### src/rtl/alu_cmd_engine.sv
// Command packet engine between UART RX and TX: parses opcode/length/payload
// packets and returns a 32-bit ADD or MUL result, or echoes the payload.
module alu_cmd_engine #(
    parameter int DATA_WIDTH = 8,
    parameter int LEN_WIDTH  = 16
) (
    input  logic                  clk_i,
    input  logic                  rst_ni,
    input  logic [DATA_WIDTH-1:0] data_i,
    input  logic                  valid_i,
    output logic                  ready_o,
    output logic [DATA_WIDTH-1:0] data_o,
    output logic                  valid_o,
    input  logic                  ready_i,
    output logic                  error_o
);
    typedef enum logic [2:0] {
        S_OPCODE, S_RSVD, S_LEN_LO, S_LEN_HI,
        S_OPERAND, S_ECHO, S_RESULT, S_DRAIN
    } state_t;

    localparam logic [7:0] OP_ADD  = 8'hA8;
    localparam logic [7:0] OP_MUL  = 8'h6A;
    localparam logic [7:0] OP_ECHO = 8'hEC;

    state_t               state_q, state_d;
    logic [7:0]           opcode_q, opcode_d;
    logic [7:0]           len_lo_q, len_lo_d;
    logic [LEN_WIDTH-1:0] rem_q, rem_d;
    logic [23:0]          opnd_q, opnd_d;
    logic [1:0]           byte_cnt_q, byte_cnt_d;
    logic [31:0]          acc_q, acc_d;
    logic                 first_q, first_d;
    logic [1:0]           out_idx_q, out_idx_d;
    logic                 error_q, error_d;

    logic [LEN_WIDTH-1:0] len_w, rem_calc_w;
    logic [31:0]          opnd_full_w;
    logic                 is_arith_w, is_known_w, bad_len_w, reject_w;

    function automatic logic [31:0] acc_next(input logic        is_mul,
                                             input logic        first,
                                             input logic [31:0] acc,
                                             input logic [31:0] opnd);
        if (!is_mul) return acc + opnd;
        if (first)   return opnd;
        return acc * opnd;
    endfunction

    assign len_w       = LEN_WIDTH'({data_i, len_lo_q});
    assign rem_calc_w  = len_w - LEN_WIDTH'(4);
    assign opnd_full_w = {data_i, opnd_q};
    assign is_arith_w  = (opcode_q == OP_ADD) || (opcode_q == OP_MUL);
    assign is_known_w  = is_arith_w || (opcode_q == OP_ECHO);
    assign bad_len_w   = (len_w < LEN_WIDTH'(4));
    // Arithmetic payloads must be a non-empty whole number of 32-bit words.
    assign reject_w    = !is_known_w || bad_len_w ||
                         (is_arith_w && ((rem_calc_w == '0) || (rem_calc_w[1:0] != 2'b00)));
    assign error_o     = error_q;

    always_comb begin
        state_d    = state_q;
        opcode_d   = opcode_q;
        len_lo_d   = len_lo_q;
        rem_d      = rem_q;
        opnd_d     = opnd_q;
        byte_cnt_d = byte_cnt_q;
        acc_d      = acc_q;
        first_d    = first_q;
        out_idx_d  = out_idx_q;
        error_d    = 1'b0;
        ready_o    = 1'b1;
        valid_o    = 1'b0;
        data_o     = '0;

        case (state_q)
            S_OPCODE: if (valid_i) begin
                opcode_d = data_i;
                state_d  = S_RSVD;
            end
            S_RSVD: if (valid_i) state_d = S_LEN_LO;
            S_LEN_LO: if (valid_i) begin
                len_lo_d = data_i;
                state_d  = S_LEN_HI;
            end
            S_LEN_HI: if (valid_i) begin
                acc_d      = '0;
                first_d    = 1'b1;
                byte_cnt_d = '0;
                out_idx_d  = '0;
                rem_d      = bad_len_w ? '0 : rem_calc_w;
                if (reject_w) begin
                    error_d = 1'b1;
                    state_d = (bad_len_w || (rem_calc_w == '0)) ? S_OPCODE : S_DRAIN;
                end else if (rem_calc_w == '0) begin
                    state_d = S_OPCODE;
                end else begin
                    state_d = is_arith_w ? S_OPERAND : S_ECHO;
                end
            end
            S_OPERAND: if (valid_i) begin
                opnd_d     = opnd_full_w[31:8];
                byte_cnt_d = byte_cnt_q + 2'd1;
                rem_d      = rem_q - LEN_WIDTH'(1);
                if (byte_cnt_q == 2'd3) begin
                    acc_d   = acc_next(opcode_q == OP_MUL, first_q, acc_q, opnd_full_w);
                    first_d = 1'b0;
                end
                if (rem_q == LEN_WIDTH'(1)) state_d = S_RESULT;
            end
            S_ECHO: begin
                data_o  = data_i;
                valid_o = valid_i;
                ready_o = ready_i;
                if (valid_i && ready_i) begin
                    rem_d = rem_q - LEN_WIDTH'(1);
                    if (rem_q == LEN_WIDTH'(1)) state_d = S_OPCODE;
                end
            end
            S_RESULT: begin
                ready_o = 1'b0;
                valid_o = 1'b1;
                data_o  = acc_q[{out_idx_q, 3'b000} +: 8];
                if (ready_i) begin
                    out_idx_d = out_idx_q + 2'd1;
                    if (out_idx_q == 2'd3) state_d = S_OPCODE;
                end
            end
            S_DRAIN: if (valid_i) begin
                rem_d = rem_q - LEN_WIDTH'(1);
                if (rem_q == LEN_WIDTH'(1)) state_d = S_OPCODE;
            end
            default: state_d = S_OPCODE;
        endcase
    end

    always_ff @(posedge clk_i or negedge rst_ni) begin
        if (!rst_ni) begin
            state_q    <= S_OPCODE;
            opcode_q   <= '0;
            len_lo_q   <= '0;
            rem_q      <= '0;
            opnd_q     <= '0;
            byte_cnt_q <= '0;
            acc_q      <= '0;
            first_q    <= 1'b1;
            out_idx_q  <= '0;
            error_q    <= 1'b0;
        end else begin
            state_q    <= state_d;
            opcode_q   <= opcode_d;
            len_lo_q   <= len_lo_d;
            rem_q      <= rem_d;
            opnd_q     <= opnd_d;
            byte_cnt_q <= byte_cnt_d;
            acc_q      <= acc_d;
            first_q    <= first_d;
            out_idx_q  <= out_idx_d;
            error_q    <= error_d;
        end
    end
endmodule

### config.mk
export PLATFORM = sky130hd
export DESIGN_NAME = alu_cmd_engine
export DESIGN_NICKNAME = d
export VERILOG_FILES = /design/src/rtl/alu_cmd_engine.sv
export SDC_FILE = /design/constraint.sdc
export NUM_CORES = 2
export LEC_CHECK = 0
export ABC_AREA = 1
export CAP_MARGIN = 20
export CORE_MARGIN = 1.5
export CORE_UTILIZATION = 35
export DETAILED_ROUTE_END_ITERATION = 6
export RECOVER_POWER = 25
export SLEW_MARGIN = 25
export SYNTH_ARGS = -nofsm -noshare
export SYNTH_HDL_FRONTEND = slang
export SYNTH_SLANG_ARGS = --single-unit
### constraint.sdc
create_clock -name clk_i -period 15.2 [get_ports clk_i]
set_input_delay 3.04 -clock clk_i [delete_from_list [all_inputs] [get_ports clk_i]]
set_output_delay 3.04 -clock clk_i [all_outputs]
set_load 0.1 [all_outputs]
==> flow_summary.toml <==
[status]
status = "complete, but fails checks"
violations_in_the_final_reports = "capacitance limit, slew limit"

[global_route]
grt_pass1_vias = 20685
grt_max_degree = 52
antenna_found_initial = 1
gr-usage-all-layers = 0.226
grt_first_pass_wirelength_mm = 121
overflow_left_after_global_routing = 0

[layout]
num_antenna_cells = 0
syn_to_final_growth_pct = 5.53
drive_gt1_frac = 0.0352
layout.nets = 3813

[clock_network]
root_buffer = "sky130_fd_sc_hd__clkbuf_16"
clkSlewWorstSetupHoldPaths_ns = 0.08
ctsHtreeMaxLevel = 3
cts_repair_resize_count = 0
cts_tree = "built"
clk_latency_ns = 0.39
cts.path.max_buffers = 2
hold_buffers = 0
clock-sinks = 97
cts-buffers-inserted = 9
cts_post_setup_buffers_inserted = 0

[timing]
final-setup-viol-count = 0
number_of_pins_with_negative_max_slew_slack_in_the_final_report = 52
maxSlewHeadroom = -1.03
rsz_0062_raised_after_global_routing = "no"
maximum_achievable_frequency_mhz = 106
fin_crit_ns = 9.41
total_count_of_hold_check_failures_in_the_final_report = 0
skew_ns = 0.0174
post-route-period-util = 0.619
worst_pin_slew_ns = 3.04
timing.setup.tns_ns = 0

[place]
gp_routability_congestion = 0.946
post_detailed_placement_half_perimeter_wirelength_mm = 59.2
io_buffer_count = 22

[floorplan]
fp.dieW_um = 265
fp.dieH_um = 265
die_area_um2 = 70100
rows = 95
floorplan.io_pins = 23
placeableCoreArea_um2 = 67500
initial_utilization = 0.355

[worst_setup_path]
type_of_the_worst_setup_path = "input pin to flip-flop"
worst_r2r_path_depth = 25
crit_path_start = "data_i[0]"
worstPathRequired_ns = 15.47
max_stage_delay_ns = 0.95
worstSetupEndpoint = "acc_q[30]$_DFFE_PN0P_"
cp.buffers_inverters = 6
timing.critical_path.arrival_ns = 9.67
instance_count_on_the_critical_path = 26
path_delay_family = "adder cells"
timing.critical_path.fanout_max = 13
timing.critical_path.to_type = "flip-flop"
rr_endpoint = "acc_q[25]$_DFFE_PN0P_"
worst_path_max_delay_cell = "sky130_fd_sc_hd__clkdlybuf4s50_1"
worstReg2RegStart = "opnd_q[9]$_DFFE_PN0P_"
crit_top_cell = "sky130_fd_sc_hd__fa_1"
worstSetupStartpointType = "input pin"
setup.reg_to_reg.worst_slack_ns = 7.23

[route]
drt_first_iter_violations = 1779
detail_route.wl_per_cell_um = 18.7
vias_per_cell = 4.96
detail_route.first_pass.iterations = 6
route.detailed.drc = 0
count_of_vias_placed_by_the_detailed_router = 20383
antenna_violating_nets_post_route = 0
drt_wl_total_mm = 76.9

[synthesis]
seq_area_frac_synth = 0.101
syn_nets = 3883
synth.cell_area_um2 = 24000
number_of_flip_flops_and_latches_in_the_synthesized_netlist = 97
async_reset_ff_frac = 1.00
avgSynthCellArea_um2 = 7.26
synth_edf_count = 0
synth-main-ff-cell = "sky130_fd_sc_hd__dfrtp_1"
synth_cells = 3302
yosys_warnings = 0
synth.lib_cells_used.distinct = 61

[job]
max_capacitance_violation_total = 1

[worst_hold_path]
worst_hold_path_type = "flip-flop to flip-flop"
==> registers in the layout, indices dropped and copies added, names as in the netlist <==
name,cells
opnd_q,24
error_o,1
state_q,3
opcode_q,8
rem_q,16
byte_cnt_q,2
acc_q,32
out_idx_q,2
len_lo_q,8
first_q,1
==> how the worst min path moves through the flow <==
| stage | cells after the start | startpoint | end |
|---|---|---|---|
| detailed placement | 2 | opnd_q[18]$_DFFE_PN0P_ | opnd_q[18]$_DFFE_PN0P_ |
| global placement | 2 | opnd_q[19]$_DFFE_PN0P_ | opnd_q[19]$_DFFE_PN0P_ |
| finish | 2 | opcode_q[4]$_DFFE_PN0P_ | opcode_q[4]$_DFFE_PN0P_ |
| CTS | 2 | opcode_q[4]$_DFFE_PN0P_ | opcode_q[4]$_DFFE_PN0P_ |
| global route | 2 | opnd_q[18]$_DFFE_PN0P_ | opnd_q[18]$_DFFE_PN0P_ |
| floorplan | 2 | len_lo_q[3]$_DFFE_PN0P_ | len_lo_q[3]$_DFFE_PN0P_ |
==> kinds of logic (layout without fill, tap and decap cells) <==
family	count (synthesis)	count (layout)	share of synthesized area
buffers and inverters	1041	976	0.166
adder cells (fa/ha/maj)	569	569	0.425
AND/OR/NAND/NOR	1138	1138	0.193
flip-flops	97	97	0.101
AO/OA/AOI/OAI	394	394	0.0916
XOR/XNOR	63	63	0.0230
==> placed cells by master (no fill, tap or decap), types with 5 or more instances in the layout <==
master and instances:
sky130_fd_sc_hd__fa_1 409, sky130_fd_sc_hd__nand2_2 8, sky130_fd_sc_hd__a32o_1 8, sky130_fd_sc_hd__o21ai_0 162, sky130_fd_sc_hd__or2_2 5, sky130_fd_sc_hd__ha_1 160, sky130_fd_sc_hd__o21ai_1 7, sky130_fd_sc_hd__buf_4 47
sky130_fd_sc_hd__clkbuf_16 9, sky130_fd_sc_hd__inv_1 879, sky130_fd_sc_hd__a21oi_1 150, sky130_fd_sc_hd__nand4_1 16, sky130_fd_sc_hd__o211ai_1 14, sky130_fd_sc_hd__inv_2 10, sky130_fd_sc_hd__nor3_1 16, sky130_fd_sc_hd__nand3_1 83
sky130_fd_sc_hd__a21o_1 9, sky130_fd_sc_hd__dfrtp_1 89, sky130_fd_sc_hd__xor2_1 43, sky130_fd_sc_hd__nand2_1 885, sky130_fd_sc_hd__nor2_1 92, sky130_fd_sc_hd__clkdlybuf4s50_1 20, sky130_fd_sc_hd__a31oi_1 9, sky130_fd_sc_hd__dfrtp_2 7
sky130_fd_sc_hd__nand3b_1 12, sky130_fd_sc_hd__xnor2_1 20
==> layer usage <==
layer / GRT usage / vias to the layer above / part of all wire
li1: - / 9578 / -
met1: 0.312 / 10000 / 0.44
met2: 0.375 / 678 / 0.46
met3: 0.0257 / 125 / 0.064
met4: 0.0647 / 2 / 0.032
met5: 0 / - / 0.00016
==> through the flow <==
stage | cells | worst slack, ns | instance area, um2 | hold slack, ns | util
5_1_grt | 4110 | 5.42 | 25300 | 0.526 | 0.375
6_report | 4110 | 5.79 | 25300 | 0.491 | 0.375
2_1_floorplan | 3302 | 6.64 | 24000 | 0.453 | -
3_5_place_dp | 4094 | 5.41 | 25000 | 0.475 | 0.370
4_1_cts | 4110 | 5.81 | 25300 | 0.493 | 0.375
3_3_place_gp | 4094 | 5.45 | 25000 | 0.467 | 0.370
==> layout make-up <==
class / count / area [um2]
clock inverter: 7 / 66.3
timing repair buffer: 69 / 567
tap: 873 / 1090
fill: 7109 / 42200
sequential: 97 / 2440
clock buffer: 9 / 225
inverter: 891 / 3340
multi-input combinational: 2164 / 17600
==> Yosys cell counts (all sizes together) (4+ instances only) <==
library cell  count  share of area
inv             889           0.14
nand3            85          0.018
clkbuf           98          0.015
ha              160          0.084
nand4            18         0.0052
nand3b           12         0.0038
a31oi             9         0.0023
o21bai            4         0.0013
nor2             96          0.016
a21o              9         0.0028
o21ai           169          0.035
nand2           893           0.14
nor3             19         0.0049
fa              409           0.34
xor2             43          0.016
xnor2            20         0.0073
a21oi           151          0.032
o22ai             4         0.0010
a32o              8         0.0033
o211ai           14         0.0044
dfrtp            96           0.10
or2               7         0.0018
nor4              4         0.0016
buf              52          0.011
==> tightest hold or removal path: cells and delay by family (launching register included) <==
kind,cells,cell delay (ns)
flip-flops,1,0.35
AO/OA/AOI/OAI,1,0.06
AND/OR/NAND/NOR,1,0.05
Power is not shown: default switching activity piles up to over one toggle a cycle in this logic, so the estimate is an artifact.
